===== src/rtl/riscv_mem_arbiter.sv =====
// Two-to-one val/rdy memory arbiter with an in-order tag FIFO for response steering.
// Optional build macro RISCV_MEM_ARBITER_DMEM_PRIO_EN: D wins every tie (fixed priority).
module riscv_mem_arbiter #(
  parameter int unsigned p_req_sz  = 67,
  parameter int unsigned p_resp_sz = 35,
  parameter int unsigned p_depth   = 4
) (
  input  logic                 clk,
  input  logic                 reset,
  input  logic [p_req_sz-1:0]  imemreq_msg,
  input  logic                 imemreq_val,
  output logic                 imemreq_rdy,
  output logic [p_resp_sz-1:0] imemresp_msg,
  output logic                 imemresp_val,
  input  logic [p_req_sz-1:0]  dmemreq_msg,
  input  logic                 dmemreq_val,
  output logic                 dmemreq_rdy,
  output logic [p_resp_sz-1:0] dmemresp_msg,
  output logic                 dmemresp_val,
  output logic [p_req_sz-1:0]  memreq_msg,
  output logic                 memreq_val,
  input  logic                 memreq_rdy,
  input  logic [p_resp_sz-1:0] memresp_msg,
  input  logic                 memresp_val,
  output logic [3:0]           outstanding,
  output logic                 resp_err
);

  localparam int unsigned   AW    = (p_depth > 1) ? $clog2(p_depth) : 1;
  localparam logic [3:0]    DEPTH = 4'(p_depth);
  localparam logic [AW-1:0] LAST  = AW'(p_depth - 1);

  typedef enum logic {
    REQ_I = 1'b0,
    REQ_D = 1'b1
  } req_e;

  req_e               last_grant_q, last_grant_d;
  req_e               gnt;
  logic [p_depth-1:0] tag_q, tag_d;
  logic [AW-1:0]      wr_ptr_q, wr_ptr_d;
  logic [AW-1:0]      rd_ptr_q, rd_ptr_d;
  logic [3:0]         count_q, count_d;
  logic               resp_err_q, resp_err_d;

  logic full, empty, accept, push, pop, head_tag;

  function automatic logic [AW-1:0] bump(input logic [AW-1:0] p);
    return (p == LAST) ? '0 : p + 1'b1;
  endfunction

  always_comb begin
    gnt = REQ_I;
    if (dmemreq_val && !imemreq_val) begin
      gnt = REQ_D;
    end else if (dmemreq_val && imemreq_val) begin
`ifdef RISCV_MEM_ARBITER_DMEM_PRIO_EN
      gnt = REQ_D;
`else
      gnt = (last_grant_q == REQ_I) ? REQ_D : REQ_I;
`endif
    end
  end

  assign full     = (count_q == DEPTH);
  assign empty    = (count_q == '0);
  assign head_tag = tag_q[rd_ptr_q];

  // Every handshake output is gated by reset so it reads idle while reset is held low.
  assign accept      = reset & memreq_rdy & ~full;
  assign memreq_val  = reset & (imemreq_val | dmemreq_val) & ~full;
  assign memreq_msg  = (gnt == REQ_D) ? dmemreq_msg : imemreq_msg;
  assign imemreq_rdy = accept & imemreq_val & (gnt == REQ_I);
  assign dmemreq_rdy = accept & dmemreq_val & (gnt == REQ_D);

  assign push = memreq_val & memreq_rdy;
  assign pop  = reset & memresp_val & ~empty;

  assign imemresp_msg = memresp_msg;
  assign dmemresp_msg = memresp_msg;
  assign imemresp_val = pop & ~head_tag;
  assign dmemresp_val = pop & head_tag;

  assign outstanding = count_q;
  assign resp_err    = resp_err_q;

  always_comb begin
    tag_d        = tag_q;
    wr_ptr_d     = wr_ptr_q;
    rd_ptr_d     = rd_ptr_q;
    count_d      = count_q;
    last_grant_d = last_grant_q;
    resp_err_d   = resp_err_q | (memresp_val & empty);

    if (push) begin
      tag_d[wr_ptr_q] = (gnt == REQ_D);
      wr_ptr_d        = bump(wr_ptr_q);
      last_grant_d    = gnt;
    end
    if (pop) begin
      rd_ptr_d = bump(rd_ptr_q);
    end

    case ({push, pop})
      2'b10:   count_d = count_q + 4'd1;
      2'b01:   count_d = count_q - 4'd1;
      default: count_d = count_q;
    endcase
  end

  always_ff @(posedge clk or negedge reset) begin
    if (!reset) begin
      tag_q        <= '0;
      wr_ptr_q     <= '0;
      rd_ptr_q     <= '0;
      count_q      <= '0;
      last_grant_q <= REQ_D;
      resp_err_q   <= 1'b0;
    end else begin
      tag_q        <= tag_d;
      wr_ptr_q     <= wr_ptr_d;
      rd_ptr_q     <= rd_ptr_d;
      count_q      <= count_d;
      last_grant_q <= last_grant_d;
      resp_err_q   <= resp_err_d;
    end
  end

endmodule

===== config.mk =====
export PLATFORM = sky130hd
export DESIGN_NAME = riscv_mem_arbiter
export DESIGN_NICKNAME = d
export VERILOG_FILES = /design/src/rtl/riscv_mem_arbiter.sv
export SDC_FILE = /design/constraint.sdc
export NUM_CORES = 1
export LEC_CHECK = 0
export CAP_MARGIN = 5
export CORE_AREA = 2 2 124 126
export DETAILED_ROUTE_END_ITERATION = 10
export DIE_AREA = 0 0 126 128
export SLEW_MARGIN = 25
export SYNTH_ARGS = -nofsm -noshare
export SYNTH_HDL_FRONTEND = slang
export SYNTH_SLANG_ARGS = --single-unit

===== constraint.sdc =====
create_clock -name clk -period 2.4 [get_ports clk]
set_input_delay 0.72 -clock clk [delete_from_list [all_inputs] [get_ports clk]]
set_output_delay 0.72 -clock clk [all_outputs]
set_load 0.05 [all_outputs]

# Yosys cells after proc, flatten, opt, wreduce, memory -nomap -nowiden
# Cells that the tools add are included.
[word_totals]
reg_bits = 14
input_bits = 175
output_inout_bits = 147
[op_classes]
n_reduce_logical = 6
mux = 12
n_addsub = 4
n_bitwise = 20
magnitude_cmp = 3
eq_ne = 5
[ops]
columns = ["operator", "count"]
rows = [
  ["$mux W67", 1],
  ["$and A1 B1 Y1", 14],
  ["$pmux W4 S2", 1],
  ["$eq A2 B2 Y1 const B", 3],
  ["$lt A2 B3 Y1 const B", 2],
  ["$mux W1", 5],
  ["$add A2 B1 Y2 const B", 2],
  ["$add A4 B1 Y4 const B", 1],
  ["$bwmux W4", 1],
  ["$eq A4 B3 Y1 const B", 1],
  ["$logic_not A4 Y1", 1],
  ["$mux W2", 2],
  ["$not A1 Y1", 4],
  ["$sub A4 B1 Y4 const B", 1],
  ["$logic_and A1 B1 Y1", 3],
  ["$bmux W1 S2", 1],
  ["$demux W1 S2", 1],
  ["$eq A2 B1 Y1 const B", 1],
  ["$ge A2 B1 Y1 const B", 1],
  ["$or A1 B1 Y1", 2],
  ["$reduce_bool A2 Y1", 1],
  ["$logic_not A1 Y1", 1],
]

# Logic depth before layout (Yosys ltp)
# Gate-level depths: netlist of run 1.
[logic_depth]
ltp_word = 6
depth_mapped = 10
mapped_depth_nobuf = 10

# Worst setup path after synthesis of run 1
# OpenSTA, ideal clock, no wires.
[synth_path]
path_type = "register to register"
start = "reg count_q[1], in the netlist outstanding[1]"
end = "reg count_q[2], in the netlist outstanding[2]"
stages_incl_launch_ff = 11
path_buffers = 1
path_slack_ps = -312
arrival_ps = 2565
required_time_ps = 2253
period_less_slack_ps = 2712
setup_time_ps = 147
path_cell_list = "dfrtp_1 > or4_1 > and3_1 > buf_6 > ha_1 > xor2_1 > ha_1 > a21oi_1 > xor2_1 > nor2_1 > xor2_1"
[synth_lines]
columns = ["item", "line", "text"]
rows = [
  ["from (decl)", "43", "logic [3:0] count_q, count_d;"],
  ["from (signal assigned)", "123", "count_q <= count_d;"],
  ["$logic_not A4 Y1 (*)", "66", "assign empty = (count_q == '0);"],
  ["$not A1 Y1 (*)", "77", "assign pop = reset & memresp_val & ~empty;"],
  ["$and A1 B1 Y1 (*)", "77", ""],
  ["named net pop", "46", "logic full, empty, accept, push, pop, head_tag;"],
  ["$eq A2 B1 Y1 / $eq A2 B2 Y1 (equally long branches)", "104", "case ({push, pop})"],
  ["$pmux W4 S2 / $reduce_bool A2 Y1 (equally long branches)", "n/a", ""],
]
# Mark *: on every way through the listed nets, which the timed path passes. The rest lies on a longest branch.
# A chain may end at the register's enable or synchronous reset.

# Final worst setup path of run 1
[layout_path]
start = "in imemreq_val"
end = "out memreq_msg[51]"
[layout_via]
elab_chain_cells = 4
[layout_lines]
columns = ["item", "line", "text"]
rows = [
  ["from (decl)", "11", "input logic imemreq_val,"],
  ["$logic_and A1 B1 Y1 / $logic_not A1 Y1 (equally long branches)", "56, 54", ""],
  ["$mux W1 / $logic_and A1 B1 Y1 (equally long branches)", "56, 54", ""],
  ["$mux W1 (*)", "54", "if (dmemreq_val && !imemreq_val) begin"],
  ["$mux W67 (*)", "72", "assign memreq_msg = (gnt == REQ_D) ? dmemreq_msg : imemreq_msg;"],
  ["to (decl)", "20", "output logic [p_req_sz-1:0] memreq_msg,"],
]
# Mark *: on every way between the ends. The rest lies on a longest branch, timed or not.

==> impl_metrics.tcl, run 1 <==
set metrics [dict create \
    n_fill_cell 1461 \
    syn_to_final_growth_pct 144 \
    fp.dieW_um 126 \
    clockBufferDepth 2 \
    wire_per_inst_um 20.1 \
    antenna_found_initial 0 \
    cp_slowest_stage_delay_ns 0.30 \
    dieArea_sq_mm 0.0161 \
    critPathMaxFanout 8 \
    worstSetupPathType "input pin to output pin" \
    ys_types 34 \
    fin_crit_ns 2.61 \
    crit_buf_inv 5 \
    placed_cells 571 \
    powerDensity_mw_per_mm2 703 \
    io_buffers 216 \
    via_count 2322 \
    synth_seq_area_share_pct 16.3 \
    critPathTopFamily "buffers and inverters" \
    netlist_instances 220 \
    cp.arrival_ns 1.89 \
    drc 0 \
    setup_violations 69 \
    syn_nets 403 \
    layout_common_cells "clkdlybuf4s50_1, mux2_4, buf_6, buf_8, buf_4" \
    status "finished with violations" \
    peakVddDrop_mv 0.443 \
    grt_use_total_pct 13.4 \
    cts_buffers 3 \
    ys_ff_latch 14 \
    coreArea_sq_mm 0.0149 \
    power_uw 3690 \
    crit_slowest_cell "mux2_4" \
    cts-htree-levels 1 \
    clock_sinks 14 \
    final_nets 590 \
    ff2ff_path_depth 10 \
    netlist_area_sq_mm 0.00215 \
    cap_violations 0 \
    grt_pass1_vias 2503 \
    firstDrtPassIters 4 \
    clk_pin_slew_ns 0.04 \
    hold_class "register to register" \
    drive_gt1_share_pct 53.7 \
    viasPerCell 3.91 \
    drt-total-wl_um 11900 \
    path_cells "buf_8 > a21boi_4 > buf_6 > buf_12 > buf_12 > mux2_4 > buf_6" \
    slew_violations 0 \
    grt_overflow 0 \
    relSlewSlack_pct 65.2 \
    cp-end-kind "output pin" \
    grt_pass1_wl_um 16100 \
    rsz0062_at_grt "yes" \
    worst_pin_slew_ns 0.520 \
    rows 45 \
    dp.final_hpwl_um 9530 \
    cp-start-kind "input pin" \
    period_share_pct 109 \
    cellLeakagePower_uw 0.00230 \
    dieHeight_um 128 \
    final_common_cell "clkdlybuf4s50_1" \
    grt_max_degree 9 \
    root_buffer "clkbuf_16" \
    first_iter_violations 41 \
    syn_avg_cell_area_sq_um 9.78 \
    clock_latency_ns 0.25 \
    fin_skew_ns 0.00326 \
    finalSetupTns_ns -11.42 \
    ant_nets 0 \
    start_util_pct 14.5 \
    required_ns 1.68 \
    hold_viol 0 \
    gp_congestion 0.838 \
    setup_slack_ns -0.214 \
    yosysWarnings 0 \
    num_io_pins 322 \
    violations "setup timing" \
    cts_tree "built" \
    min_path_cells 1 \
    stdcell_count 594 \
    timing.hold.ws_ns 0.489 \
    n_antenna_cell 0 \
    critical_path_depth 7 \
    max_freq_mhz 383 \
]
## through the flow
stage	cell area (sq um)	setup WS [ns]	util (%)
finish	5240	-0.214	35.3
global route	5240	-0.264	35.3
CTS	5180	-0.268	34.9
detailed placement	4370	-0.650	29.4
global placement	4370	-0.617	29.4
floorplan	2400	-0.155	-
## kinds of logic (layout without fill, tap and decap cells)
logic type               after synthesis  count (layout)  share of synthesized area (%)
AND/OR/NAND/NOR                       25              25                           6.22
AO/OA/AOI/OAI                         10              10                           3.20
flip-flops                            14              14                           16.3
multiplexers                          75              75                           40.1
buffers and inverters                 83             269                           27.4
XOR/XNOR                               5               5                           2.04
adder cells (fa/ha/maj)                8               8                           4.65
## cells in the mapped netlist
cell       number  area (sq um)
mux2_4          2          30.0
nor2b_1         2          12.5
xnor2_1         2          17.5
inv_1           4          15.0
nor4_1          1          6.26
nand2_1         6          22.5
dfrtp_1        13           325
buf_4          70           526
a2111oi_0       1          8.76
o211ai_1        1          7.51
nand3b_1        1          7.51
buf_6           1          11.3
nor2_1          5          18.8
nor3_1          1          5.00
o21a_1          1          7.51
and3_1          2          12.5
nand2b_1        1          6.26
and2_2          1          7.51
clkbuf_1        1          3.75
o21ai_0         2          10.0
buf_2           7          35.0
xor2_1          3          26.3
mux4_2          1          22.5
o21bai_1        1          7.51
nor4b_1         2          17.5
mux2_2         72           811
a21boi_0        1          7.51
ha_1            8           100
a21oi_1         1          5.00
nand3_1         2          10.0
or4_1           1          7.51
a41oi_1         1          8.76
a31oi_1         1          6.26
dfstp_2         1          26.3
## final timing paths
| check | slack (ns) | startpoint | endpoint |
|---|---|---|---|
| hold / removal | 0.49 | resp_err | resp_err |
| max in group asynchronous | 1.61 | reset | wr_ptr_q[1] |
| hold reg to reg | 0.49 | resp_err | resp_err |
| setup reg to reg | 0.02 | outstanding[3] | outstanding[2] |
| min in group asynchronous | 0.64 | reset | last_grant_q |
| setup / recovery | -0.21 | imemreq_val | memreq_msg[51] |
## sequential cells by signal, summed over array words and instances, names as in the netlist
name          count
outstanding       4
last_grant_q      1
tag_q             4
wr_ptr_q          2
rd_ptr_q          2
resp_err          1
## metal layers
metal,wire (um),vias to the layer above,share of wire [%],global-route usage [%]
li1,-,1065,-,-
met1,4230,1080,35,14.4
met2,5960,167,50,23.4
met3,1600,10,13,7.51
met4,136,0,1.1,2.52
met5,0,-,0,0
## area by class of cell
cell class / count / area (sq um) / share of cell area [%]
inverter: 4 / 15.0 / 0.286
sequential: 14 / 357 / 6.80
multi-input combinational: 123 / 1590 / 30.2
tap: 188 / 235 / 4.49
timing repair buffer: 261 / 2970 / 56.7
clock buffer: 4 / 78.8 / 1.50
## timing repair
action	4_1_cts	5_1_grt
gates cloned	5	0
setup buffers	15	2
pin swaps	5	7
gates resized for setup	144	14
endpoints found under the setup margin	75	74
hold buffers	0	0
## power by group
| group | internal, uW | leakage, uW | switching (uW) |
|---|---|---|---|
| logic | 1470 | 0.00210 | 1420 |
| registers | 367 | 0.000162 | 109 |
| clock network | 225 | 0.0000382 | 99.0 |
| total | 2060 | 0.00230 | 1630 |
Note: power is estimated with default switching activity, not from simulation.
==> inputs of run 2 (changes only) <==
- ABC_AREA: default -> 1
- CELL_PAD_IN_SITES_DETAIL_PLACEMENT: default -> 1
- CELL_PAD_IN_SITES_GLOBAL_PLACEMENT: default -> 2
- CORE_AREA: 2 2 124 126 -> default
- CORE_ASPECT_RATIO: default -> 0.6
- CORE_MARGIN: default -> 2
- CORE_UTILIZATION: default -> 10
- DIE_AREA: 0 0 126 128 -> default
- PLACE_DENSITY_LB_ADDON: default -> 0.1
==> run 2 against run 1 <==
Compared with the run above: the run now ends clean; count of clock-buffer cells in the layout stayed put; worst hold slack better by 0.0070 ns; register-to-register slack better by 0.31 ns; critical endpoint is now imemreq_rdy.
==> impl_metrics.tcl, run 2 <==
set metrics [dict create \
    n_fill_cell 2589 \
    via_count 2911 \
    power_uw 3640 \
    cp-start-kind "input pin" \
    powerDensity_mw_per_mm2 643 \
    syn_nets 578 \
    start_util_pct 10.2 \
    n_antenna_cell 0 \
    wire_per_inst_um 14.7 \
    yosys.area.top_type "nand2_1" \
    firstDrtPassIters 4 \
    netlist_instances 395 \
    root_buffer "clkbuf_16" \
    grt_use_total_pct 10.2 \
    layout_common_cells "nand2_1, clkdlybuf4s50_1, buf_12, nand2_2, buf_4" \
    cts_tree "built" \
    fin_skew_ns 0.000981 \
    viasPerCell 3.43 \
    hold_viol 0 \
    cellLeakagePower_uw 0.00262 \
    synth.most_common_cell "nand2_1" \
    placed_cells 826 \
    gp_congestion 0.725 \
    clock_latency_ns 0.24 \
    hold_class "register to register" \
    finalSetupTns_ns 0 \
    synth_top_area_share_pct 38.4 \
    postPlaceCellArea_sq_mm 0.00501 \
    rows 42 \
    async_flop_share_pct 100 \
    cp-end-kind "output pin" \
    synth_seq_area_share_pct 15.7 \
    slew_violations 0 \
    clock_sinks 14 \
    antenna_found_initial 0 \
    ys_types 25 \
    netlist_area_sq_mm 0.00224 \
    dieArea_sq_mm 0.0236 \
    fin_crit_ns 2.34 \
    final_area_sq_mm 0.00565 \
    netlist_top_cells_area "nand2_1, buf_4, dfrtp_1, ha_1, inv_1" \
    drc 0 \
    first_iter_violations 55 \
    holdBufCountCts 0 \
    setup_slack_ns 0.0625 \
    cap_violations 0 \
    required_ns 1.68 \
    period_share_pct 97.4 \
    grt_max_degree 20 \
    final_nets 747 \
    critPathMaxFanout 5 \
    syn_avg_cell_area_sq_um 5.66 \
    cts-htree-levels 1 \
    cp.arrival_ns 1.62 \
    grt_overflow 0 \
    coreArea_sq_mm 0.0220 \
    syn_to_final_growth_pct 153 \
    cts_buffers 3 \
    ys_ff_latch 14 \
    rsz0062_at_grt "no" \
    drt-total-wl_um 12400 \
    drive_gt1_share_pct 33.7 \
    synth_top_flop_cell "dfrtp_1" \
    io_buffers 216 \
    grt_pass1_wl_um 18500 \
    dp_slack_ns -0.383 \
    ant_nets 0 \
    grt_pass1_vias 3150 \
    dieHeight_um 120 \
    num_io_pins 322 \
    setup_violations 0 \
    peakVddDrop_mv 0.314 \
    max_freq_mhz 428 \
    status "completed" \
    clk_pin_slew_ns 0.05 \
    relSlewSlack_pct 64.9 \
    final_common_cell "nand2_1" \
    synth-edff-count 0 \
    worstSetupPathType "input pin to output pin" \
    synthTopCellsByCount "nand2_1, buf_4, inv_1" \
    fp.dieW_um 197 \
    worst_pin_slew_ns 0.524 \
    dp.final_hpwl_um 9550 \
    yosysWarnings 0 \
    clockBufferDepth 2 \
    stdcell_count 849 \
]
## run 2: cell types whose count changed after synthesis, moves of 4 or more
| cell | before | now |
|---|---|---|
| nand2_1 | 6 | 229 |
| mux2_2 | 72 | 0 |
| inv_1 | 4 | 17 |
| nand3_1 | 2 | 8 |
| buf_2 | 7 | 12 |
| o21ai_1 | 0 | 5 |
| nand2_2 | 0 | 4 |
| o21ai_0 | 2 | 6 |
## run 2: layout make-up
type | instances | area (sq um) | share of cell area [%]
Sequential cell | 14 | 352 | 6.22
Clock buffer | 4 | 88.8 | 1.57
Inverter | 19 | 81.3 | 1.44
Tap cell | 286 | 358 | 6.33
Timing Repair Buffer | 248 | 3320 | 58.7
Multi-Input combinational cell | 278 | 1460 | 25.8
## run 2: final timing paths
kind | start | end | slack (ns) | depth (start not counted)
min in group asynchronous | reset | resp_err | 0.62 | 3
max | dmemreq_val | imemreq_rdy | 0.06 | 7
min reg2reg | tag_q[2] | tag_q[2] | 0.50 | 2
max in group asynchronous | reset | last_grant_q | 1.47 | 3
min | tag_q[2] | tag_q[2] | 0.50 | 2
max reg2reg | outstanding[1] | outstanding[2] | 0.33 | 12
## run 2: power breakdown
group / leakage [uW] / internal, uW / total [uW] / switching, uW
Sequential: 0.000169 / 345 / 465 / 120
Clock: 0.0000442 / 253 / 353 / 100
Combinational: 0.00241 / 1300 / 2820 / 1510
## run 2: critical path, cell delays in order
cell and delay, ns:
buf_2 0.12, nand2_4 0.11, inv_8 0.05, buf_8 0.13, buf_6 0.13, nor3_4 0.19, buf_12 0.16
## run 2: what timing repair did
| item | CTS | global route |
|---|---|---|
| gates cloned | 6 | 0 |
| setup buffers | 15 | 1 |
| pin swaps | 7 | 5 |
| endpoints found under the setup margin | 74 | 29 |
| resized for setup | 95 | 17 |
## run 2: stage by stage
stage,hold WS (ns),utilization (%)
after floorplan,0.424,-
after global placement,0.462,22.8
after detailed placement,0.487,22.8
after CTS,0.500,25.5
after global routing,0.521,25.7
final,0.496,25.7
## run 2: logic make-up (layout without fill, tap and decap cells)
logic type | count (synthesis) | after routing | synth area share (%)
flip-flops | 14 | 14 | 15.7
AO/OA/AOI/OAI | 13 | 13 | 3.02
XOR/XNOR | 3 | 3 | 1.18
AND/OR/NAND/NOR | 254 | 254 | 45.1
adder cells (fa/ha/maj) | 8 | 8 | 4.48
buffers and inverters | 103 | 271 | 30.5
## run 2: per-layer routing
metal	global-route usage (%)	vias to the layer above	wire (um)
li1	-	1455	-
met1	13.4	1301	5680
met2	16.9	153	5670
met3	3.49	2	1070
met4	0.611	0	27
met5	0	-	0
==> inputs of run 3 (changes only) <==
- REMOVE_ABC_BUFFERS: default -> 1
==> run 3 against run 2 <==
Compared with the run above: first-iteration DRC count grew 75%; combinational power shrank 1%; clock power shrank 2%; worst hold slack is essentially flat; cell area shrank 1.6%; critical path depth is the same; power shrank 1.2%; critical endpoint is now dmemreq_rdy; count of clock-buffer cells in the layout is the same; largest cell class unchanged; fmax grew 0.76%; cell count shrank 0.47%.
==> impl_metrics.tcl, run 3 (synthesis gave the netlist of run 2 again) <==
set metrics [dict create \
    status "completed" \
    fin_crit_ns 2.32 \
    holdBufCountCts 0 \
    worst_pin_slew_ns 0.500 \
    power_uw 3590 \
    via_count 3033 \
    crit_slowest_cell "nor2_1" \
    cp.arrival_ns 1.60 \
    first_iter_violations 96 \
    hold_viol 0 \
    period_share_pct 96.7 \
    internal-power_uw 1870 \
    cts_buffers 3 \
    finalSetupTns_ns 0 \
    powerDensity_mw_per_mm2 646 \
    firstDrtPassIters 4 \
    drc 0 \
    clock_latency_ns 0.24 \
    cp_slowest_stage_delay_ns 0.18 \
    seq_power_share_pct 13.0 \
    clk_pin_slew_ns 0.05 \
    required_ns 1.68 \
    grt_pass1_wl_um 22500 \
    drive_gt1_share_pct 28.1 \
    worstSetupPathType "input pin to output pin" \
    syn_to_final_growth_pct 149 \
    cp-start-kind "input pin" \
    clock_sinks 14 \
    grt_use_total_pct 13.1 \
    grt_pass1_vias 3310 \
    antenna_found_initial 1 \
    comb_power_share_pct 77.4 \
    rows 42 \
    cts-htree-levels 1 \
    start_util_pct 10.2 \
    clockBufferDepth 2 \
    cellLeakagePower_uw 0.00259 \
    setup_violations 0 \
    layout_common_cells "nand2_1, clkdlybuf4s50_1, buf_12, nand2_2, inv_1" \
    io_buffers 216 \
    path_cells "buf_8 > nand2_8 > nand2_8 > buf_12 > buf_4 > nor2_1 > buf_12" \
    cap_violations 0 \
    drt-total-wl_um 15800 \
    wire_per_inst_um 18.6 \
    grt_max_degree 22 \
    peakVddDrop_mv 0.290 \
    relSlewSlack_pct 66.6 \
    hold_class "register to register" \
    root_buffer "clkbuf_16" \
    cts_tree "built" \
    final_nets 742 \
    fin_skew_ns 0.00383 \
    dieArea_sq_mm 0.0236 \
    startpoint "imemreq_val" \
    worstHoldStart "tag_q[0]" \
    critPathMaxFanout 3 \
    cp-end-kind "output pin" \
    clkPwrFrac_pct 9.7 \
    max_freq_mhz 431 \
    dieHeight_um 120 \
    netSwitchingFraction_pct 47.8 \
    ant_nets 0 \
    dp.final_hpwl_um 12400 \
    coreArea_sq_mm 0.0220 \
    grt_overflow 0 \
    slew_violations 0 \
    netSwitchingPower_uw 1720 \
    viasPerCell 3.59 \
    fp.dieW_um 197 \
    r2r-start "outstanding[1]" \
    final_common_cell "nand2_1" \
    num_io_pins 322 \
    gp_congestion 0.712 \
]
## run 3: power by group through the flow
stage               logic, uW  clock network, uW  registers (uW)
floorplan                1150                  0             546
global placement         2570                  0             460
detailed placement       2580                  0             465
CTS                      2810                360             465
global route             2960                371             490
finish                   2780                347             465
## run 3: final timing paths
kind	depth (start not counted)	slack, ns	to
worst max-delay path	7	0.08	dmemreq_rdy
worst min-delay path	2	0.50	tag_q[0]
worst max register to register	12	0.31	outstanding[2]
worst min register to register	2	0.50	tag_q[0]
max in group asynchronous	3	1.61	last_grant_q
min in group asynchronous	3	0.55	wr_ptr_q[0]
## run 3: critical path: cells and delay by family
kind / cells / cell delay [ns]
buf+inv: 4 / 0.56
simple gates: 3 / 0.32
## run 3: what timing repair did
action | CTS | global route
gates cloned | 6 | 0
setup buffers | 7 | 0
hold endpoints to repair | 0 | 0
setup endpoints to repair | 74 | 22
pin swaps | 11 | 3
gates resized for setup | 81 | 15
## run 3: area by class of cell
cell class,count,area (sq um)
fillers,2529,16500
repair buffers,243,3270
multi-input cells,278,1420
well taps,286,358
flip-flops and latches,14,352
clock buffers,4,88.8
inverters,19,81.3
diodes,1,2.50
## run 3: routing by layer
layer	share of wire, %	vias up	track usage [%]
met1	40	1392	15.1
met3	13	3	8.66
met2	46	180	20.9
met5	0.23	-	4.14
met4	0.083	2	0.376
li1	-	1456	-
## run 3: stage by stage
| stage | setup WS, ns | instances | area, sq um | utilization [%] | hold WS [ns] |
|---|---|---|---|---|---|
| finish | 0.0800 | 845 | 5560 | 25.3 | 0.496 |
| global route | -0.00655 | 844 | 5560 | 25.3 | 0.510 |
| CTS | -0.0352 | 846 | 5560 | 25.3 | 0.506 |
| detailed placement | -0.428 | 829 | 5030 | 22.8 | 0.493 |
| global placement | -0.395 | 829 | 5030 | 22.8 | 0.477 |
| floorplan | -1.52 | 311 | 1630 | - | 0.424 |
